<file path="config.mk">
export PLATFORM = sky130hd
export DESIGN_NAME = scoreboard_regfile
export DESIGN_NICKNAME = d
export VERILOG_FILES = /design/src/rtl/scoreboard_regfile_pkg.sv /design/src/rtl/regfile_bypass_mux.sv /design/src/rtl/scoreboard_regfile.sv
export SDC_FILE = /design/constraint.sdc
export NUM_CORES = 1
export LEC_CHECK = 0
export CORE_MARGIN = 2
export CORE_UTILIZATION = 45
export CTS_BUF_LIST = sky130_fd_sc_hd__clkbuf_16
export DETAILED_ROUTE_END_ITERATION = 7
export PLACE_DENSITY = 0.59
export SLEW_MARGIN = 10
export SYNTH_ARGS = -nofsm -noshare
export SYNTH_HDL_FRONTEND = slang
export SYNTH_SLANG_ARGS = --single-unit
export TNS_END_PERCENT = 5
</file>
<file path="constraint.sdc">
create_clock -name clk -period 4.32 [get_ports clk]
set_clock_uncertainty 0.1 [all_clocks]
set_input_delay 0.864 -clock clk [delete_from_list [all_inputs] [get_ports clk]]
set_output_delay 0.864 -clock clk [all_outputs]
set_load 0.05 [all_outputs]
</file>
<file path="src/rtl/scoreboard_regfile_pkg.sv">
// rtl/scoreboard_regfile_pkg.sv - shared widths and write-port priority helper
package scoreboard_regfile_pkg;

  localparam int REG_IDX_W  = 4;
  localparam int REG_DATA_W = 32;
  localparam int MAX_WRITE  = 32;
  localparam int PORT_W     = 5;

  typedef struct packed {
    logic              hit;
    logic [PORT_W-1:0] port;
  } wr_hit_t;

  // Scans upward so the highest-numbered matching port is the one reported.
  function automatic wr_hit_t highest_hit(input logic [MAX_WRITE-1:0] match);
    wr_hit_t res;
    res = '0;
    for (int p = 0; p < MAX_WRITE; p++) begin
      if (match[p]) begin
        res.hit  = 1'b1;
        res.port = PORT_W'(p);
      end
    end
    return res;
  endfunction

endpackage

</file>
<file path="src/rtl/regfile_bypass_mux.sv">
// rtl/regfile_bypass_mux.sv - per read port forwarding, ready flag and zero-reg override
module regfile_bypass_mux
  import scoreboard_regfile_pkg::*;
#(
  parameter int INDEX_BIT_WIDTH = REG_IDX_W,
  parameter int DATA_BIT_WIDTH  = REG_DATA_W,
  parameter int N_WRITE         = 2,
  parameter int ZERO_REG_EN     = 1,
  parameter int BYPASS_EN       = 1
) (
  input  logic [INDEX_BIT_WIDTH-1:0]         rd_idx,
  input  logic [DATA_BIT_WIDTH-1:0]          reg_data,
  input  logic                               reg_pending,
  input  logic [N_WRITE-1:0]                 wr_en,
  input  logic [N_WRITE*INDEX_BIT_WIDTH-1:0] wr_idx,
  input  logic [N_WRITE*DATA_BIT_WIDTH-1:0]  wr_data,
  output logic [DATA_BIT_WIDTH-1:0]          rd_data,
  output logic                               rd_ready
);

  logic [N_WRITE-1:0] match;
  wr_hit_t            hit;

  always_comb begin
    match = '0;
    for (int p = 0; p < N_WRITE; p++) begin
      match[p] = wr_en[p] && (wr_idx[p*INDEX_BIT_WIDTH +: INDEX_BIT_WIDTH] == rd_idx);
    end
    hit = highest_hit(MAX_WRITE'(match));

    rd_data  = reg_data;
    rd_ready = ~reg_pending;
    if ((BYPASS_EN != 0) && hit.hit) begin
      rd_data  = wr_data[int'(hit.port)*DATA_BIT_WIDTH +: DATA_BIT_WIDTH];
      rd_ready = 1'b1;
    end
    if ((ZERO_REG_EN != 0) && (rd_idx == '0)) begin
      rd_data  = '0;
      rd_ready = 1'b1;
    end
  end

endmodule

</file>
<file path="src/rtl/scoreboard_regfile.sv">
// rtl/scoreboard_regfile.sv - multi-port register file with bypass and pending scoreboard
module scoreboard_regfile
  import scoreboard_regfile_pkg::*;
#(
  parameter int INDEX_BIT_WIDTH = REG_IDX_W,
  parameter int DATA_BIT_WIDTH  = REG_DATA_W,
  parameter int N_READ          = 2,
  parameter int N_WRITE         = 2,
  parameter int ZERO_REG_EN     = 1,
  parameter int BYPASS_EN       = 1
) (
  input  logic                               clk,
  input  logic                               rst_n,
  input  logic [N_WRITE-1:0]                 wr_en,
  input  logic [N_WRITE*INDEX_BIT_WIDTH-1:0] wr_idx,
  input  logic [N_WRITE*DATA_BIT_WIDTH-1:0]  wr_data,
  input  logic [N_READ*INDEX_BIT_WIDTH-1:0]  rd_idx,
  output logic [N_READ*DATA_BIT_WIDTH-1:0]   rd_data,
  output logic [N_READ-1:0]                  rd_ready,
  input  logic                               rsv_en,
  input  logic [INDEX_BIT_WIDTH-1:0]         rsv_idx,
  output logic                               rsv_stall
);

  localparam int N_REGS = 1 << INDEX_BIT_WIDTH;

  logic [DATA_BIT_WIDTH-1:0] regs [N_REGS];
  logic [N_REGS-1:0]         pending;
  logic [N_REGS-1:0]         pending_nxt;
  logic [N_WRITE-1:0]        wr_en_eff;
  logic [N_WRITE-1:0]        rsv_match;
  logic                      rsv_zero;
  logic                      rsv_ok;
  wr_hit_t                   rsv_hit;

  // Keeps forwarded data off the read ports while reset is held.
  assign wr_en_eff = rst_n ? wr_en : '0;

  always_comb begin
    rsv_match = '0;
    for (int p = 0; p < N_WRITE; p++) begin
      rsv_match[p] = wr_en_eff[p] &&
                     (wr_idx[p*INDEX_BIT_WIDTH +: INDEX_BIT_WIDTH] == rsv_idx);
    end
    rsv_hit   = highest_hit(MAX_WRITE'(rsv_match));
    rsv_zero  = (ZERO_REG_EN != 0) && (rsv_idx == '0);
    rsv_stall = rsv_en && pending[rsv_idx] && !rsv_hit.hit && !rsv_zero;
    rsv_ok    = rsv_en && !rsv_stall && !rsv_zero;
  end

  // Write clears go first so a same-cycle reservation leaves the register pending.
  always_comb begin
    pending_nxt = pending;
    for (int p = 0; p < N_WRITE; p++) begin
      if (wr_en[p]) pending_nxt[wr_idx[p*INDEX_BIT_WIDTH +: INDEX_BIT_WIDTH]] = 1'b0;
    end
    if (rsv_ok) pending_nxt[rsv_idx] = 1'b1;
    if (ZERO_REG_EN != 0) pending_nxt[0] = 1'b0;
  end

  always_ff @(posedge clk or negedge rst_n) begin
    if (!rst_n) begin
      for (int i = 0; i < N_REGS; i++) regs[i] <= '0;
      pending <= '0;
    end else begin
      for (int p = 0; p < N_WRITE; p++) begin
        if (wr_en[p] && !((ZERO_REG_EN != 0) &&
                          (wr_idx[p*INDEX_BIT_WIDTH +: INDEX_BIT_WIDTH] == '0))) begin
          regs[wr_idx[p*INDEX_BIT_WIDTH +: INDEX_BIT_WIDTH]] <=
            wr_data[p*DATA_BIT_WIDTH +: DATA_BIT_WIDTH];
        end
      end
      pending <= pending_nxt;
    end
  end

  for (genvar r = 0; r < N_READ; r++) begin : g_rd
    logic [INDEX_BIT_WIDTH-1:0] idx;
    assign idx = rd_idx[r*INDEX_BIT_WIDTH +: INDEX_BIT_WIDTH];

    regfile_bypass_mux #(
      .INDEX_BIT_WIDTH (INDEX_BIT_WIDTH),
      .DATA_BIT_WIDTH  (DATA_BIT_WIDTH),
      .N_WRITE         (N_WRITE),
      .ZERO_REG_EN     (ZERO_REG_EN),
      .BYPASS_EN       (BYPASS_EN)
    ) u_mux (
      .rd_idx      (idx),
      .reg_data    (regs[idx]),
      .reg_pending (pending[idx]),
      .wr_en       (wr_en_eff),
      .wr_idx      (wr_idx),
      .wr_data     (wr_data),
      .rd_data     (rd_data[r*DATA_BIT_WIDTH +: DATA_BIT_WIDTH]),
      .rd_ready    (rd_ready[r])
    );
  end

endmodule

</file>
==> results by group <==
Clock tree
  – Master cell of the clock root buffer: clkbuf_16
  – Clock insertion delay at the later pin of the skew report: 0.63 ns
  – Number of levels in the clock H-tree: 2
  – CTS hold repair buffers: 0
  – Buffers inserted during post-CTS setup optimization: 0
  – Buffers from clock root to sink, at most: 3
  – Clock tree from TritonCTS: built
  – Clock-pin slew on the worst setup and hold paths: 0.06 ns
  – Cts bufs inserted: 60
  – Clock Sink Count: 527
  – Cells resized by post-CTS repair: 1

Placement
  – Dpl hpwl: 86600 µm
  – Placement-stage worst setup slack: 0.0592 ns
  – Count of input and output buffers: 155
  – GPL Wtd Cong: 0.934

Timing
  – Clock period minus final worst setup slack: 4.28 ns
  – WHS: 0.202 ns
  – Slew at the pin with the worst max-slew slack: 1.15 ns
  – Final worst setup slack: 0.0404 ns
  – Final setup fails: 0
  – Number of endpoints with negative hold slack in the final report: 0
  – Max Clock Freq: 234 MHz
  – RSZ-0062 raised after global routing: no
  – Number of pins exceeding their max-slew limit in the final report: 0
  – Final period util: 99.1%
  – Relative slew slack: 23.5%
  – Setup TNS after final layout: 0 ns

Power
  – Cell leakage power: 16.7 nW
  – Sw Pwr: 6.11 mW
  – Worst supply voltage drop on vdd: 0.000313 V
  – Share of power burned in the clock network: 27.8%
  – Proportion of power drawn by flip-flops and latches: 39.6%
  – Internal cell power: 11.9 mW
  – Switching share of total power: 33.8%
  – Combinational fraction of design power: 32.5%
  – Areal power density over the cells: 451 mW/mm²

Synthesis
  – Top post-synthesis cells by area: dfrtp_1, mux2i_1, mux4_2
  – Number of instances in the synthesized netlist: 3357
  – Main combinational cell family by area after synthesis: multiplexers
  – Area share of fa/ha/maj cells after synthesis: 0%
  – Number of enable-type register cells in the synthesized netlist: 0
  – Multiplexer share of the synthesized area: 31.9%
  – Fraction of synthesis flops using an asynchronous set or reset pin: 100%
  – Compound-gate portion of the synthesized area: 14.6%
  – Top flip-flop cell by instance count after synthesis: dfrtp_1
  – XOR/XNOR Fraction of Synth Area: 0.616%
  – Share of the yosys chip area belonging to registers: 38.7%
  – Synth warn: 0
  – Synth Net Count: 3446
  – Post-synth cell types: 49
  – Most area-hungry cell type in the Yosys netlist: dfrtp_1
  – Syn_area_per_cell: 10.2 µm²
  – Register bit total from synthesis: 527
  – Post-synthesis instance area: 0.0341 mm²
  – Area share of the largest cell type after synthesis: 38.7%
  – Simple logic cell fraction of the synthesized area: 8.17%

Worst setup path
  – Reg-to-Reg Start: pending[3]$_DFF_PN0_
  – Worst-path maximum fanout: 29
  – Type of destination of the critical path: output pin
  – Flop-to-flop setup slack: 2.56 ns
  – Worst R2R Path Depth: 5
  – Worst path required time: 3.36 ns
  – Endpoint of the lowest-slack register-to-register path: pending[8]$_DFF_PN0_
  – Startpoint type of the worst setup path: primary input
  – Type of the worst setup path: in -> out
  – Arrival time at the worst endpoint: 3.32 ns

Cells and area
  – Syn-to-layout area delta: 17.3%
  – Final net count: 3440
  – Most common library cell in the layout ignoring fill and taps: mux2i_1
  – Most frequent cells in the layout: mux2i_1, dfrtp_1, nor2_1
  – Share of post-route cells with drive strength above 1: 19.3%

Routing
  – Routed WL per cell: 31.5 µm
  – Initial DRC Count: 3767
  – Post-DR vias/cell: 6.71
  – Drt drc: 0
  – Number of vias in the routed layout: 29300
  – Number of optimization iterations in the first detailed-route pass: 6
  – Post-detailed-route count of antenna-violating nets: 0
  – Sum of routed wire length over all layers: 138000 µm

Global routing
  – Number of antenna violations at the first check in global routing: 8
  – Global Route Usage Sum: 35.2%
  – Global-route wire length before repair: 202000 µm
  – Via count of the first global-routing pass: 29200
  – Global route overflow: 0
  – Largest net degree at the start of global routing: 141

Floorplan
  – Placement Rows: 100
  – Initial Utilization: 45.7%
  – Top-Level Pins: 156
  – Die footprint: 0.0780 mm²
  – Placeable core region: 0.0747 mm²
  – Horiz. Die Dim: 279 µm
  – Height of the die: 279 µm

Min path
  – Worst min path class: in -> async

Run
  – Number of max-cap violations: 0

Outcome
  – Run status: completed
## cell usage after synthesis, types with 21 or more instances
cell type,number
a22o_1,57
dfrtp_1,527
a221o_1,40
a221oi_1,23
nor2_1,411
mux4_2,202
o21ai_0,200
o22ai_1,23
mux2i_1,613
a211oi_1,21
buf_2,98
nand2_1,170
o221ai_1,24
buf_1,79
clkbuf_1,237
a21oi_1,397
buf_4,30
## critical path, stage by stage
cell and delay, ns:
clkdlybuf4s50_1 0.51, xor2_1 0.20, nor3_1 0.42, and2_2 0.27, buf_12 0.22, and3_1 0.23, a221o_1 0.39, buf_12 0.19
## logic make-up after synthesis
group / count (synthesis)
AOI/OAI and AO/OA: 833
xor gates and xnor gates: 24
buffers and inverters: 464
DFF: 527
muxes: 831
and+or+nand+nor: 678
## layout make-up
class,instances,area (µm²)
fillers,6397,34700
flip-flops and latches,527,13200
repair buffers,391,4580
well taps,969,1210
clock inverters,48,355
multi-input cells,2366,19100
inverters,5,18.8
clock buffers,61,1530
diodes,5,12.5
## per-stage QoR
stage                     utilization, %  cell area, µm²  total power [mW]  std cells
final                               53.6           40000              18.0       4372
after detailed placement            51.0           38100              13.0       4258
after global placement              51.0           38100              12.7       4258
after CTS                           53.5           40000              18.0       4367
after floorplan                        -           34100              10.6       3357
after global routing                53.5           40000              18.8       4368
## worst max-delay path by stage
stage                   to  startpoint  cells after the start
5_1_grt        rd_data[19]   wr_idx[0]                      8
6_report       rd_data[19]   wr_idx[0]                      8
3_3_place_gp   rd_data[47]   wr_idx[3]                      9
4_1_cts        rd_data[17]   wr_idx[3]                      8
3_5_place_dp   rd_data[47]   wr_idx[3]                      9
2_1_floorplan    rsv_stall  rsv_idx[0]                      6
## power groups by stage
stage	sequential, mW	clock [mW]	combinational (mW)
global placement	7.05	0	5.68
detailed placement	7.16	0	5.80
finish	7.15	5.02	5.87
floorplan	6.80	0	3.80
CTS	7.09	5.06	5.82
global route	7.26	5.28	6.23
## state kept, by name, summed over array words and instances (netlist names)
signal	count
pending	15
regs	512
## routing by layer
layer / vias up / part of all wire, % / GRT usage (%) / routed length [µm]
met5: - / 0.033 / 0.313 / 46
met4: 6 / 5.6 / 17.6 / 7730
met3: 482 / 11 / 9.18 / 15100
met2: 1892 / 44 / 52.0 / 60100
met1: 14700 / 40 / 47.9 / 54900
li1: 12300 / - / - / -
Power figures use the tool's default switching activity.
